`src/rtl/main_project.sv`:
```
// rtl/main_project.sv - DSP slice with pre-adder, 18x18 multiplier and 48-bit post-adder

// Optional pipeline stage: a register with async clear, sync clear and enable, or a plain wire
module pipe_stage #(
    parameter int WIDTH   = 1,
    parameter bit USE_REG = 1'b1
) (
    input  logic             clk,
    input  logic             rst_n,
    input  logic             ce,
    input  logic             rst,
    input  logic [WIDTH-1:0] d,
    output logic [WIDTH-1:0] q
);

    generate
        if (USE_REG) begin : g_reg
            logic [WIDTH-1:0] q_r;

            // Async clear wins, then the sync clear, then the enable
            always_ff @(posedge clk or negedge rst_n) begin
                if (!rst_n) begin
                    q_r <= '0;
                end else if (rst) begin
                    q_r <= '0;
                end else if (ce) begin
                    q_r <= d;
                end
            end

            assign q = q_r;
        end else begin : g_wire
            // Control pins are meaningless for a bypassed stage
            logic unused_ctrl;
            assign unused_ctrl = &{1'b0, clk, rst_n, ce, rst};
            assign q = d;
        end
    endgenerate

endmodule

// Top-level DSP slice
module main_project #(
    parameter bit    A0REG       = 1'b0,
    parameter bit    A1REG       = 1'b1,
    parameter bit    B0REG       = 1'b0,
    parameter bit    B1REG       = 1'b1,
    parameter bit    CREG        = 1'b1,
    parameter bit    DREG        = 1'b1,
    parameter bit    MREG        = 1'b1,
    parameter bit    PREG        = 1'b1,
    parameter bit    CARRYINREG  = 1'b1,
    parameter bit    CARRYOUTREG = 1'b1,
    parameter bit    OPMODEREG   = 1'b1,
    parameter string CARRYINSEL  = "OPMODE5",
    parameter string B_INPUT     = "DIRECT"
) (
    input  logic        CLK,
    input  logic        RST_N,
    input  logic        RSTA,
    input  logic        RSTB,
    input  logic        RSTC,
    input  logic        RSTD,
    input  logic        RSTM,
    input  logic        RSTP,
    input  logic        RSTCARRYIN,
    input  logic        RSTOPMODE,
    input  logic        CEA,
    input  logic        CEB,
    input  logic        CEC,
    input  logic        CED,
    input  logic        CEM,
    input  logic        CEP,
    input  logic        CECARRYIN,
    input  logic        CEOPMODE,
    input  logic [17:0] A,
    input  logic [17:0] B,
    input  logic [17:0] D,
    input  logic [17:0] BCIN,
    input  logic [47:0] C,
    input  logic [47:0] PCIN,
    input  logic        CARRYIN,
    input  logic [7:0]  OPMODE,
    output logic [35:0] M,
    output logic [47:0] P,
    output logic [47:0] PCOUT,
    output logic [17:0] BCOUT,
    output logic        CARRYOUT,
    output logic        CARRYOUTF
);

    localparam bit USE_CASCADE_B  = (B_INPUT == "CASCADE");
    localparam bit USE_CARRYIN_IN = (CARRYINSEL == "CARRYIN");

    logic [7:0]  op;
    logic [17:0] d_r;
    logic [17:0] b_src;
    logic [17:0] b0;
    logic [17:0] a0;
    logic [17:0] a1;
    logic [17:0] pre_sum;
    logic [17:0] b1_in;
    logic [17:0] b1;
    logic [47:0] c_r;
    logic [35:0] m_prod;
    logic [35:0] m_r;
    logic        cin_src;
    logic        cin;
    logic [47:0] x_mux;
    logic [47:0] z_mux;
    logic [48:0] x_plus_cin;
    logic [48:0] post_sum;
    logic [47:0] p_r;
    logic        cout_r;

    pipe_stage #(.WIDTH(8), .USE_REG(OPMODEREG)) u_op (
        .clk(CLK), .rst_n(RST_N), .ce(CEOPMODE), .rst(RSTOPMODE), .d(OPMODE), .q(op)
    );

    pipe_stage #(.WIDTH(18), .USE_REG(DREG)) u_d (
        .clk(CLK), .rst_n(RST_N), .ce(CED), .rst(RSTD), .d(D), .q(d_r)
    );

    assign b_src = USE_CASCADE_B ? BCIN : B;

    pipe_stage #(.WIDTH(18), .USE_REG(B0REG)) u_b0 (
        .clk(CLK), .rst_n(RST_N), .ce(CEB), .rst(RSTB), .d(b_src), .q(b0)
    );

    pipe_stage #(.WIDTH(18), .USE_REG(A0REG)) u_a0 (
        .clk(CLK), .rst_n(RST_N), .ce(CEA), .rst(RSTA), .d(A), .q(a0)
    );

    pipe_stage #(.WIDTH(18), .USE_REG(A1REG)) u_a1 (
        .clk(CLK), .rst_n(RST_N), .ce(CEA), .rst(RSTA), .d(a0), .q(a1)
    );

    // Pre-adder on D and B0 (wraps at 18 bits), optionally feeding the B1 stage
    always_comb begin
        pre_sum = op[6] ? (d_r - b0) : (d_r + b0);
        b1_in   = op[4] ? pre_sum : b0;
    end

    pipe_stage #(.WIDTH(18), .USE_REG(B1REG)) u_b1 (
        .clk(CLK), .rst_n(RST_N), .ce(CEB), .rst(RSTB), .d(b1_in), .q(b1)
    );

    assign m_prod = {18'd0, a1} * {18'd0, b1};

    pipe_stage #(.WIDTH(36), .USE_REG(MREG)) u_m (
        .clk(CLK), .rst_n(RST_N), .ce(CEM), .rst(RSTM), .d(m_prod), .q(m_r)
    );

    pipe_stage #(.WIDTH(48), .USE_REG(CREG)) u_c (
        .clk(CLK), .rst_n(RST_N), .ce(CEC), .rst(RSTC), .d(C), .q(c_r)
    );

    assign cin_src = USE_CARRYIN_IN ? CARRYIN : op[5];

    pipe_stage #(.WIDTH(1), .USE_REG(CARRYINREG)) u_cin (
        .clk(CLK), .rst_n(RST_N), .ce(CECARRYIN), .rst(RSTCARRYIN), .d(cin_src), .q(cin)
    );

    // X operand select; feedback uses the live P register so accumulation runs every cycle
    always_comb begin
        x_mux = '0;
        case (op[1:0])
            2'd0: x_mux = '0;
            2'd1: x_mux = {12'd0, m_r};
            2'd2: x_mux = p_r;
            2'd3: x_mux = {d_r[11:0], a1, b1};
            default: x_mux = '0;
        endcase
    end

    // Z operand select
    always_comb begin
        z_mux = '0;
        case (op[3:2])
            2'd0: z_mux = '0;
            2'd1: z_mux = PCIN;
            2'd2: z_mux = p_r;
            2'd3: z_mux = c_r;
            default: z_mux = '0;
        endcase
    end

    // Post-adder at 49 bits so bit 48 carries the carry/borrow out
    always_comb begin
        x_plus_cin = {1'b0, x_mux} + {48'd0, cin};
        post_sum   = op[7] ? ({1'b0, z_mux} - x_plus_cin) : ({1'b0, z_mux} + x_plus_cin);
    end

    pipe_stage #(.WIDTH(48), .USE_REG(PREG)) u_p (
        .clk(CLK), .rst_n(RST_N), .ce(CEP), .rst(RSTP), .d(post_sum[47:0]), .q(p_r)
    );

    pipe_stage #(.WIDTH(1), .USE_REG(CARRYOUTREG)) u_cout (
        .clk(CLK), .rst_n(RST_N), .ce(CECARRYIN), .rst(RSTCARRYIN), .d(post_sum[48]), .q(cout_r)
    );

    assign M         = m_r;
    assign P         = p_r;
    assign PCOUT     = p_r;
    assign BCOUT     = b1;
    assign CARRYOUT  = cout_r;
    assign CARRYOUTF = cout_r;

endmodule

```
`config.mk`:
```
export PLATFORM = sky130hd
export DESIGN_NAME = main_project
export DESIGN_NICKNAME = d
export VERILOG_FILES = /design/src/rtl/main_project.sv
export SDC_FILE = /design/constraint.sdc
export NUM_CORES = 1
export LEC_CHECK = 0
export CAP_MARGIN = 20
export CORE_MARGIN = 2
export CORE_UTILIZATION = 53
export CTS_CLUSTER_SIZE = 28
export DETAILED_ROUTE_END_ITERATION = 16
export HOLD_SLACK_MARGIN = 0.12
export MAX_ROUTING_LAYER = met4
export PLACE_DENSITY = 0.91
export RECOVER_POWER = 25
export SYNTH_ARGS = -nofsm -noshare
export SYNTH_HDL_FRONTEND = slang
export SYNTH_SLANG_ARGS = --single-unit
```
`constraint.sdc`:
```
create_clock -name CLK -period 6.5 [get_ports CLK]
set_input_delay 0.975 -clock CLK [delete_from_list [all_inputs] [get_ports CLK]]
set_output_delay 0.975 -clock CLK [all_outputs]
set_load 0.02 [all_outputs]
```
# --- Word level (Yosys, flattened, before mapping) ---
# Index checks and enable logic that the tools add are counted.
word_totals:
  regBits: 196
classes:
  addsub: 5
  eq_ne: 6
  reduce_logical: 10
  n_mul: 1
  muxes: 23
op_table:
  columns: ["operator", "n"]
  rows:
  - ["case mux 48 bit (4 select lines)", 2]
  - ["two-way mux 48 bit", 4]
  - ["two-way mux 18 bit", 8]
  - ["two-way mux 36 bit", 2]
  - ["adder 48 x 1 -> 49 bit", 1]
  - ["adder 48 x 49 -> 49 bit", 1]
  - ["two-way mux 49 bit", 1]
  - ["subtractor 48 x 49 -> 49 bit", 1]
  - ["multiplier 18 x 18 -> 36 bit", 1]
  - ["adder 18 bit", 1]
  - ["subtractor 18 bit", 1]
  - ["two-way mux 8 bit", 2]
  - ["nonzero test 2 bit", 8]
  - ["equality test 2 bit, second input constant", 4]
  - ["equality test 2 x 1 -> 1 bit, second input constant", 2]
  - ["logical NOT 2 bit", 2]
  - ["two-way mux 1 bit", 4]

# --- Depth between registers and ports, before layout ---
# Gate-level depths: netlist of run 1.
logic_depth:
  word_depth: 7
  ltp_mapped: 35
  ltp_nobuf: 27

# --- Modules after synthesis ---
# From an unflattened synthesis of run 1, not the netlist that was laid out.
unflattened:
  hier_cells: 3090
  hier_area_um2: 27314.9
modules_own_cells:
  columns: ["module", "cells_per_inst", "area_per_inst_um2", "n_inst"]
  rows:
  - ["main_project", 2422, 18998.2, 1]
  - ["pipe_stage at u_c ...", 155, 1969.4, 2]
  - ["pipe_stage at u_a1 ...", 58, 739.5, 3]
  - ["pipe_stage at u_m", 116, 1486.4, 1]
  - ["pipe_stage at u_op", 26, 325.3, 1]
  - ["pipe_stage at u_a0 ...", 18, 135.1, 2]
  - ["pipe_stage at u_cin ...", 3, 38.8, 2]

# --- Worst setup path before layout of run 1 ---
# Ideal clock, no wire load.
synth_timing:
  path_kind: "reg2reg"
  start: "reg u_op.g_reg.q_r[0] (netlist: u_op.q[0])"
  end: "reg u_cout.g_reg.q_r (netlist: u_cout.q)"
  required_ns: 6.371
  path_slack_ns: -0.722
  stages_incl_launch_ff: 32
  setup_ns: 0.129
  period_less_slack_ns: 7.222
  t_arrival_ns: 7.093
  cell_sequence: "dfrtp_1 > buf_4 > buf_6 > buf_6 > buf_4 > buf_4 > clkbuf_1 > mux2_2 > a22o_1 > ha_1 > ha_1 > a211o_1 > nor4b_1 > and2_1 > nor2b_1 > nor2b_1 > mux2i_1 > o311ai_0 > xnor2_1 > ha_1 > clkbuf_1 > a21oi_1 > o221ai_1 > a311o_1 > nor4_1 > o211ai_1 > a31oi_1 > o2111ai_1 > nand2_1 > nor3_1 > mux2_1 > a2111o_1"
synth_between:
  elab_chain_len: 7
  elab_cells_between_ends: 11
  classes_between: "3 x add/sub; 3 x eq/ne; 4 x mux; 1 x reduce/logical"
synth_rtl:
  columns: ["element", "line", "rtl"]
  rows:
  - ["start: declaration", "18", "logic [WIDTH-1:0] q_r;"]
  - ["start signal: assignment", "23", "q_r <= '0;"]
  - ["start signal: assignment", "25", "q_r <= '0;"]
  - ["start signal: assignment", "27", "q_r <= d;"]
  - ["equality test 2 bit, or another cell as far along", "167", "case (op[1:0])"]
  - ["case mux 48 bit (4 select lines) (*)", "167", null]
  - ["adder 48 x 1 -> 49 bit (*)", "190", "x_plus_cin = {1'b0, x_mux} + {48'd0, cin};"]
  - ["adder 48 x 49 -> 49 bit or subtractor 48 x 49 -> 49 bit (tied branches)", "191", "post_sum = op[7] ? ({1'b0, z_mux} - x_plus_cin) : ({1'b0, z_mux} + x_plus_cin);"]
  - ["two-way mux 49 bit (*)", "191", null]
  - ["two-way mux 1 bit (*)", "26", "end else if (ce) begin"]
  - ["two-way mux 1 bit (*)", "24", "end else if (rst) begin"]
  - ["end signal: assignment", "23", null]
  - ["end signal: assignment", "25", null]
  - ["end signal: assignment", "27", null]
  - ["end: declaration", "18", null]
# Every way passes the cells marked *; elsewhere a longest branch is shown, timed or not. The select of a mux whose other input is x is not followed.
# A chain may end at the register's enable or synchronous reset.

# --- Final worst setup path of run 1 ---
layout_timing:
  start: "reg u_a1.g_reg.q_r[9] (netlist: u_a1.q[9])"
  end: "reg u_m.g_reg.q_r[35] (netlist: u_m.q[35])"
layout_between:
  elab_chain_len: 3
layout_rtl:
  columns: ["element", "line", "rtl"]
  rows:
  - ["start: declaration", "18", null]
  - ["start signal: assignment", "23", null]
  - ["start signal: assignment", "25", null]
  - ["start signal: assignment", "27", null]
  - ["multiplier 18 x 18 -> 36 bit", "148", "assign m_prod = {18'd0, a1} * {18'd0, b1};"]
  - ["two-way mux 36 bit", "26", null]
  - ["two-way mux 36 bit", "24", null]
  - ["end signal: assignment", "23", null]
  - ["end signal: assignment", "25", null]
  - ["end signal: assignment", "27", null]
  - ["end: declaration", "18", null]
# Every way passes these cells. The select of a mux whose other input is x is not followed.

==> results of run 1 <==
-- synthesized netlist by cell type (22+ instances only) --
master	number
mux2i_1	162
a22oi_1	27
inv_1	347
dfrtp_1	196
and2_1	110
ha_1	180
nand2_1	316
a21o_1	39
clkbuf_1	135
a211oi_1	25
nor4_1	23
buf_1	22
nand4_1	27
nand3_1	46
fa_1	258
nor2_1	299
a21oi_1	141
a31oi_1	24
nor3_1	55
mux2_2	84
xor2_1	46
xnor2_1	120
nor2b_1	22
o21ai_0	54
buf_4	56
a22o_1	64
-- worst register-to-register path: stages, from the launching register on --
cell and delay, ns:
dfrtp_2 0.47, buf_4 0.16, nand2_1 0.08, fa_1 0.52, inv_1 0.14, fa_1 0.59
inv_2 0.05, fa_1 0.48, fa_1 0.55, inv_1 0.06, fa_2 0.55, fa_1 0.46
ha_4 0.30, nand4_1 0.30, buf_6 0.26, nor4_4 0.30, o41ai_4 0.17, buf_4 0.18
a211oi_4 0.35, nor2_1 0.09, a211o_1 0.34, o21ai_2 0.13, xnor2_1 0.12, o22ai_1 0.09
-- sequential cells by signal (all words and copies together), names as in the netlist, 8 cells and up --
register	flops
u_op.q	8
u_d.q	18
u_p.q	48
u_b1.q	18
u_m.q	36
u_c.q	48
u_a1.q	18
-- stage by stage --
| step | hold slack, ns | worst slack, ns |
|---|---|---|
| finish | 0.485 | -0.371 |
| global route | 0.540 | -0.479 |
| global placement | 0.496 | -0.298 |
| CTS | 0.525 | 0.0192 |
| detailed placement | 0.506 | -0.477 |
| floorplan | 0.480 | -0.0125 |
-- path summary, 6_finish.rpt --
kind                                        from                     to  slack [ns]
max reg2reg                u_a1.q[9]$_DFFE_PN0P_  u_m.q[35]$_DFFE_PN0P_       -0.37
min                                        RST_N  u_p.q[46]$_DFFE_PN0P_        0.48
max                        u_a1.q[9]$_DFFE_PN0P_  u_m.q[35]$_DFFE_PN0P_       -0.37
min reg2reg                u_c.q[45]$_DFFE_PN0P_  u_c.q[45]$_DFFE_PN0P_        0.53
min in group CLK           u_c.q[45]$_DFFE_PN0P_  u_c.q[45]$_DFFE_PN0P_        0.53
max in group asynchronous                  RST_N  u_a1.q[1]$_DFFE_PN0P_        2.67
-- repair_timing --
action                     in CTS  in global routing
hold buffers                    0                  0
buffers inserted                6                 34
pin swaps                       8                 70
gates resized for setup        29                 98
setup endpoints to repair      17                 28
-- kinds of logic (layout without fill, tap and decap cells) --
group / count (synthesis) / after routing
other cells: 0 / 3
buf+inv: 576 / 1065
compound gates: 504 / 504
fa+ha+maj: 438 / 438
xor+xnor: 166 / 166
simple gates: 1001 / 1001
mux: 255 / 255
flops: 196 / 196
-- routing by layer --
| metal | track usage | wire length (microns) |
|---|---|---|
| met1 | 0.441 | 36400 |
| met3 | 0.0978 | 11300 |
| met4 | 0.192 | 6210 |
| met5 | - | 0 |
| met2 | 0.572 | 45200 |
-- layout make-up --
type	count	area [sq um]	area share
inverter	349	1310	0.0383
clock buffer	18	429	0.0125
tap	672	841	0.0246
timing repair buffer	684	6200	0.181
clock inverter	14	195	0.00570
sequential	196	4930	0.144
multi-input combinational	2364	20300	0.593
antenna	3	7.51	0.000219
-- power breakdown --
group          internal [W]  total, W  switching (W)
sequential          0.00138   0.00175       0.000369
clock              0.000586   0.00119       0.000601
combinational       0.00229   0.00492        0.00262
total               0.00426   0.00785        0.00359
==> metrics.yaml, run 1 <==
die:
  fp.dieH_microns: 230
  fp.dieW_microns: 230
  core_area_sq_um: 50400
  row_count: 82
  pin_count: 347
  dieArea_sq_um: 53000
  start_util: 0.538
synthesis:
  synth_adder_area_share: 0.274
  synth_area_leaders: "fa_1 (19%), dfrtp_1 (18%), ha_1 (8.3%), mux2i_1 (6.0%), inv_1 (4.8%)"
  synth_compound_area_frac: 0.127
  async_flop_share: 1.00
  ys_warn_count: 0
  syn_inst: 3136
  seq_area_frac_synth: 0.181
  ys_types: 81
  syn_avg_cell_area_sq_um: 8.65
  syn-num-nets: 3769
  ys.flop_type: "dfrtp_1"
  yosysTopAreaCellShare: 0.190
  syn-cell-area_sq_um: 27100
  yosys.area.top_type: "fa_1"
  synth_simple_gate_area_frac: 0.176
  synth_top_family_by_area: "adder cells"
  ys_ff_latch: 196
  synth_xor_area_frac: 0.0536
  synth_mux_area_frac: 0.0986
  synth_edf_count: 0
drt:
  viasPerCell: 6.16
  drt-pass1-iter-count: 6
  first_iter_violations: 2987
  vias: 26500
  antenna_left: 0
  drc: 0
  wl_microns: 99200
  wl_per_cell_microns: 23.1
clock_tree:
  numCtsBuffers: 17
  cts.sinks: 196
  cts_root_buf: "clkbuf_16"
  cts_tree: "built"
  clock_latency_ns: 0.54
  path_clk_slew_ns: 0.09
  clockBufferDepth: 2
  h-tree-depth: 4
setup_path:
  cp_top_family: "adder cells"
  crit_fanout: 7
  crit_top_cell: "fa_1"
  cpMaxStageDelayCell: "fa_1"
  path_buf_inv: 6
  max_stage_delay_ns: 0.59
  worst-path-stages: 23
  arrival_ns: 7.28
  crit_path_end_kind: "flop"
  reg2reg_depth: 23
  cp-start-kind: "flop"
  cp.required_ns: 6.91
  crit_type: "flop to flop"
  path_cells: "buf_4 > nand2_1 > fa_1 > inv_1 > fa_1 > inv_2 > fa_1 > fa_1 > inv_1 > fa_2 > fa_1 > ha_4 > nand4_1 > buf_6 > nor4_4 > o41ai_4 > buf_4 > a211oi_4 > nor2_1 > a211o_1 > o21ai_2 > xnor2_1 > o22ai_1"
power_and_ir_drop:
  peakVddDrop_mv: 0.225
  power_w: 0.00785
  leakage_nw: 16.2
  p_per_area_nw_per_um2: 229
layout:
  final_common_cell: "inv_1"
  layout-drive-gt1-share: 0.167
  nets: 4245
  final_util: 0.679
  fillerInstances: 3618
  instances_no_fill: 4300
  areaGrowthSynthToFinish_pct: 26.2
  design_area_sq_um: 34200
  final_cell_mix: "inv_1 (340), clkdlybuf4s50_1 (320), buf_4 (317)"
placed_design:
  place_area_sq_um: 32800
  place_hpwl_microns: 75100
  place_inst: 4228
  gp_congestion: 1.02
  port-buffer-count: 327
sta:
  min_period_over_period: 1.06
  tightest_slew_ns: 3.65
  max_freq_mhz: 146
  final_hold_viol_count: 0
  slew_violations: 150
  period_needed_ns: 6.87
  skew_ns: 0.0188
  maxSlewHeadroom: -1.43
  finalSetupViolations: 12
  timing.final.ws_setup_ns: -0.371
  setup-tns-final_ns: -2.46
job:
  maxCapViolCount: 2
grt:
  grt_first_pass_wirelength_microns: 146000
  grt_pass1_vias: 26000
  overflow: 0
  grt_max_degree: 101
  grtUsageTotal: 0.369
  antenna_found_initial: 3
status:
  violations: "max-capacitance violations, max-slew violations, negative setup slack"
  outcome: "finished, violations left"
hold_path:
  min_path_type: "input port to asynchronous set/reset pin"
Power figures use the tool's default switching activity.
==> run 2, diff against run 1 <==
--- a/config.mk
+++ b/config.mk
@@ -5,6 +5,7 @@
 export SDC_FILE = /design/constraint.sdc
 export NUM_CORES = 1
 export LEC_CHECK = 0
+export ABC_AREA = 0
 export CAP_MARGIN = 20
 export CORE_MARGIN = 2
 export CORE_UTILIZATION = 53
==> results of run 2 <==
No change in the layout: final DEF, timing and power equal those of run 1.
==> run 3, diff against run 2 <==
--- a/config.mk
+++ b/config.mk
@@ -7,13 +7,14 @@
 export LEC_CHECK = 0
 export ABC_AREA = 0
 export CAP_MARGIN = 20
-export CORE_MARGIN = 2
-export CORE_UTILIZATION = 53
+export CORE_MARGIN = 4
+export CORE_UTILIZATION = 50
+export CTS_BUF_LIST = sky130_fd_sc_hd__clkbuf_8
 export CTS_CLUSTER_SIZE = 28
 export DETAILED_ROUTE_END_ITERATION = 16
 export HOLD_SLACK_MARGIN = 0.12
 export MAX_ROUTING_LAYER = met4
-export PLACE_DENSITY = 0.91
+export PLACE_DENSITY = 0.87
 export RECOVER_POWER = 25
 export SYNTH_ARGS = -nofsm -noshare
 export SYNTH_HDL_FRONTEND = slang
==> metrics.yaml, run 3 (same netlist as run 1, synthesis figures left out) <==
sta:
  maxSlewHeadroom: -1.38  # +0.0510
  tightest_slew_ns: 3.57  # -0.0765 ns
  slew_violations: 158  # +5.3%
  rsz0062_at_grt: "yes"
  finalSetupViolations: 0  # -12
  skew_ns: 0.0184  # -0.000422 ns
  period_needed_ns: 6.48  # -0.389 ns
  final_hold_viol_count: 0  # unchanged
  whs_ns: 0.528  # +0.0429 ns
  timing.final.ws_setup_ns: 0.0179  # +0.389 ns
  max_freq_mhz: 154  # +6.0%
  min_period_over_period: 0.997  # -0.0598
layout:
  layout-drive-gt1-share: 0.159  # -0.00796
  final_cell_mix: "inv_1 (342), clkdlybuf4s50_1 (319), nand2_1 (306)"
  multi_input_area_sq_um: 20300  # -0.20%
  regArea_sq_um: 4930  # about the same
  fillerInstances: 4220  # +17%
  final_common_cell: "inv_1"
  nets: 4219  # -0.61%
  areaGrowthSynthToFinish_pct: 24.5
  instances_no_fill: 4298  # -0.047%
drt:
  vias: 25900  # -2.3%
  wl_microns: 94100  # -5.2%
  antenna_left: 0  # unchanged
  first_iter_violations: 2436  # -18%
  drc: 0  # unchanged
  viasPerCell: 6.02  # -2.3%
  drt-pass1-iter-count: 6  # unchanged
  wl_per_cell_microns: 21.9  # -5.1%
hold_path:
  min_path_type: "flop to flop"
power_and_ir_drop:
  peakVddDrop_mv: 0.191  # -15%
  p_per_area_nw_per_um2: 218  # -4.9%
  leakage_nw: 16.0  # -1.4%
grt:
  grtUsageTotal: 0.318  # -0.0510
  overflow: 0  # unchanged
  grt_max_degree: 109  # +7.9%
  grt_first_pass_wirelength_microns: 139000  # -4.3%
  antenna_found_initial: 1  # -2
  grt_pass1_vias: 25200  # -3.0%
die:
  fp.dieW_microns: 241  # +4.6%
  dieArea_sq_um: 58000  # +9.5%
  fp.dieH_microns: 241  # +4.6%
  core_area_sq_um: 53700  # +6.6%
  start_util: 0.505  # -0.0334
  pin_count: 347  # unchanged
  row_count: 85  # +3.7%
clock_tree:
  h-tree-depth: 4  # unchanged
  clock_latency_ns: 0.61  # +0.07 ns
  numCtsBuffers: 17  # unchanged
  cts_tree: "built"
  cts_root_buf: "clkbuf_8"
  path_clk_slew_ns: 0.12  # +0.03 ns
  cts_hold_buf: 0  # unchanged
  clockBufferDepth: 2  # unchanged
  cts.sinks: 196  # unchanged
setup_path:
  arrival_ns: 6.97  # -0.31 ns
  crit_fanout: 5  # -2
  crit_path_end_kind: "flop"
  cp-start-kind: "flop"
  crit_type: "flop to flop"
  cp.required_ns: 6.99  # +0.08 ns
placed_design:
  place_ws_ns: -0.164  # +0.313 ns
  gp_congestion: 1.04  # +1.5%
  place_hpwl_microns: 73300  # -2.4%
  port-buffer-count: 327  # unchanged
  place_inst: 4228  # unchanged
status:
  violations: "max-capacitance violations, max-slew violations"
  outcome: "finished, violations left"
job:
  maxCapViolCount: 2  # unchanged
[run 3: cell count changes in the layout (fill, tap and decap cells not counted), moves of 3 or more]
cell / delta
buf_4: -17
clkbuf_16: -17
clkbuf_8: +16
buf_6: -6
a21oi_1: +5
inv_8: +5
a21oi_2: -4
a21boi_0: -3
clkinv_8: -3
ha_1: +3
ha_4: -3
[run 3: critical path, stage by stage, from the launching register on]
cell and delay [ns]:
dfrtp_1 0.40, buf_4 0.14, buf_4 0.16, buf_4 0.16, nand2_1 0.10, fa_1 0.45
fa_1 0.52, inv_1 0.06, ha_1 0.33, fa_1 0.54, inv_1 0.06, fa_1 0.54
inv_1 0.06, fa_1 0.52, ha_4 0.32, nand4_1 0.20, buf_4 0.23, a2111oi_4 0.32
buf_4 0.22, o311ai_4 0.10, a21boi_1 0.21, o21ai_0 0.14, a21oi_1 0.19, mux2i_1 0.10
a311o_1 0.31
[run 3: final timing paths]
path | cells after the start | end | slack [ns] | from
worst min-delay path | 2 | u_c.q[44]$_DFFE_PN0P_ | 0.53 | u_c.q[44]$_DFFE_PN0P_
worst min register to register | 2 | u_c.q[44]$_DFFE_PN0P_ | 0.53 | u_c.q[44]$_DFFE_PN0P_
min in group asynchronous | 1 | u_c.q[45]$_DFFE_PN0P_ | 1.31 | RST_N
worst max-delay path | 24 | u_m.q[24]$_DFFE_PN0P_ | 0.02 | u_a1.q[5]$_DFFE_PN0P_
max in group asynchronous | 1 | u_a1.q[4]$_DFFE_PN0P_ | 3.09 | RST_N
worst max register to register | 24 | u_m.q[24]$_DFFE_PN0P_ | 0.02 | u_a1.q[5]$_DFFE_PN0P_
[run 3: per-layer routing]
layer | GRT usage | up-vias | routed length (microns) | part of all wire
met1 | 0.401 | 12600 | 35700 | 0.38
met2 | 0.500 | 1484 | 43400 | 0.46
met5 | - | - | 0 | 0
met4 | 0.123 | 0 | 4890 | 0.052
met3 | 0.0754 | 350 | 10200 | 0.11
li1 | - | 11400 | - | -
[run 3: timing repair]
item,in CTS,in global routing
setup buffers,0,36
gates resized for setup,6,107
pin swaps,2,65
setup endpoints to repair,13,23
[run 3: layout make-up]
cell class	count	area share
antenna	3	0.000222
multi-input combinational	2364	0.600
clock buffer	17	0.00693
timing repair buffer	658	0.177
clock inverter	15	0.00456
tap	696	0.0258
sequential	196	0.146
inverter	349	0.0388
[run 3: metrics by stage]
step | TNS [ns] | area (sq um) | total power [W] | util
final | 0 | 33800 | 0.00737 | 0.628
after global routing | -1.35 | 33700 | 0.00780 | 0.628
after CTS | -0.347 | 33100 | 0.00710 | 0.615
after detailed placement | -0.883 | 32600 | 0.00620 | 0.608
after global placement | -0.385 | 32600 | 0.00611 | 0.608
after floorplan | -0.0125 | 27300 | 0.00448 | -
[run 3: where the power goes]
part	internal, W	switching [W]
logic	0.00221	0.00256
clock network	0.000290	0.000583
registers	0.00138	0.000340
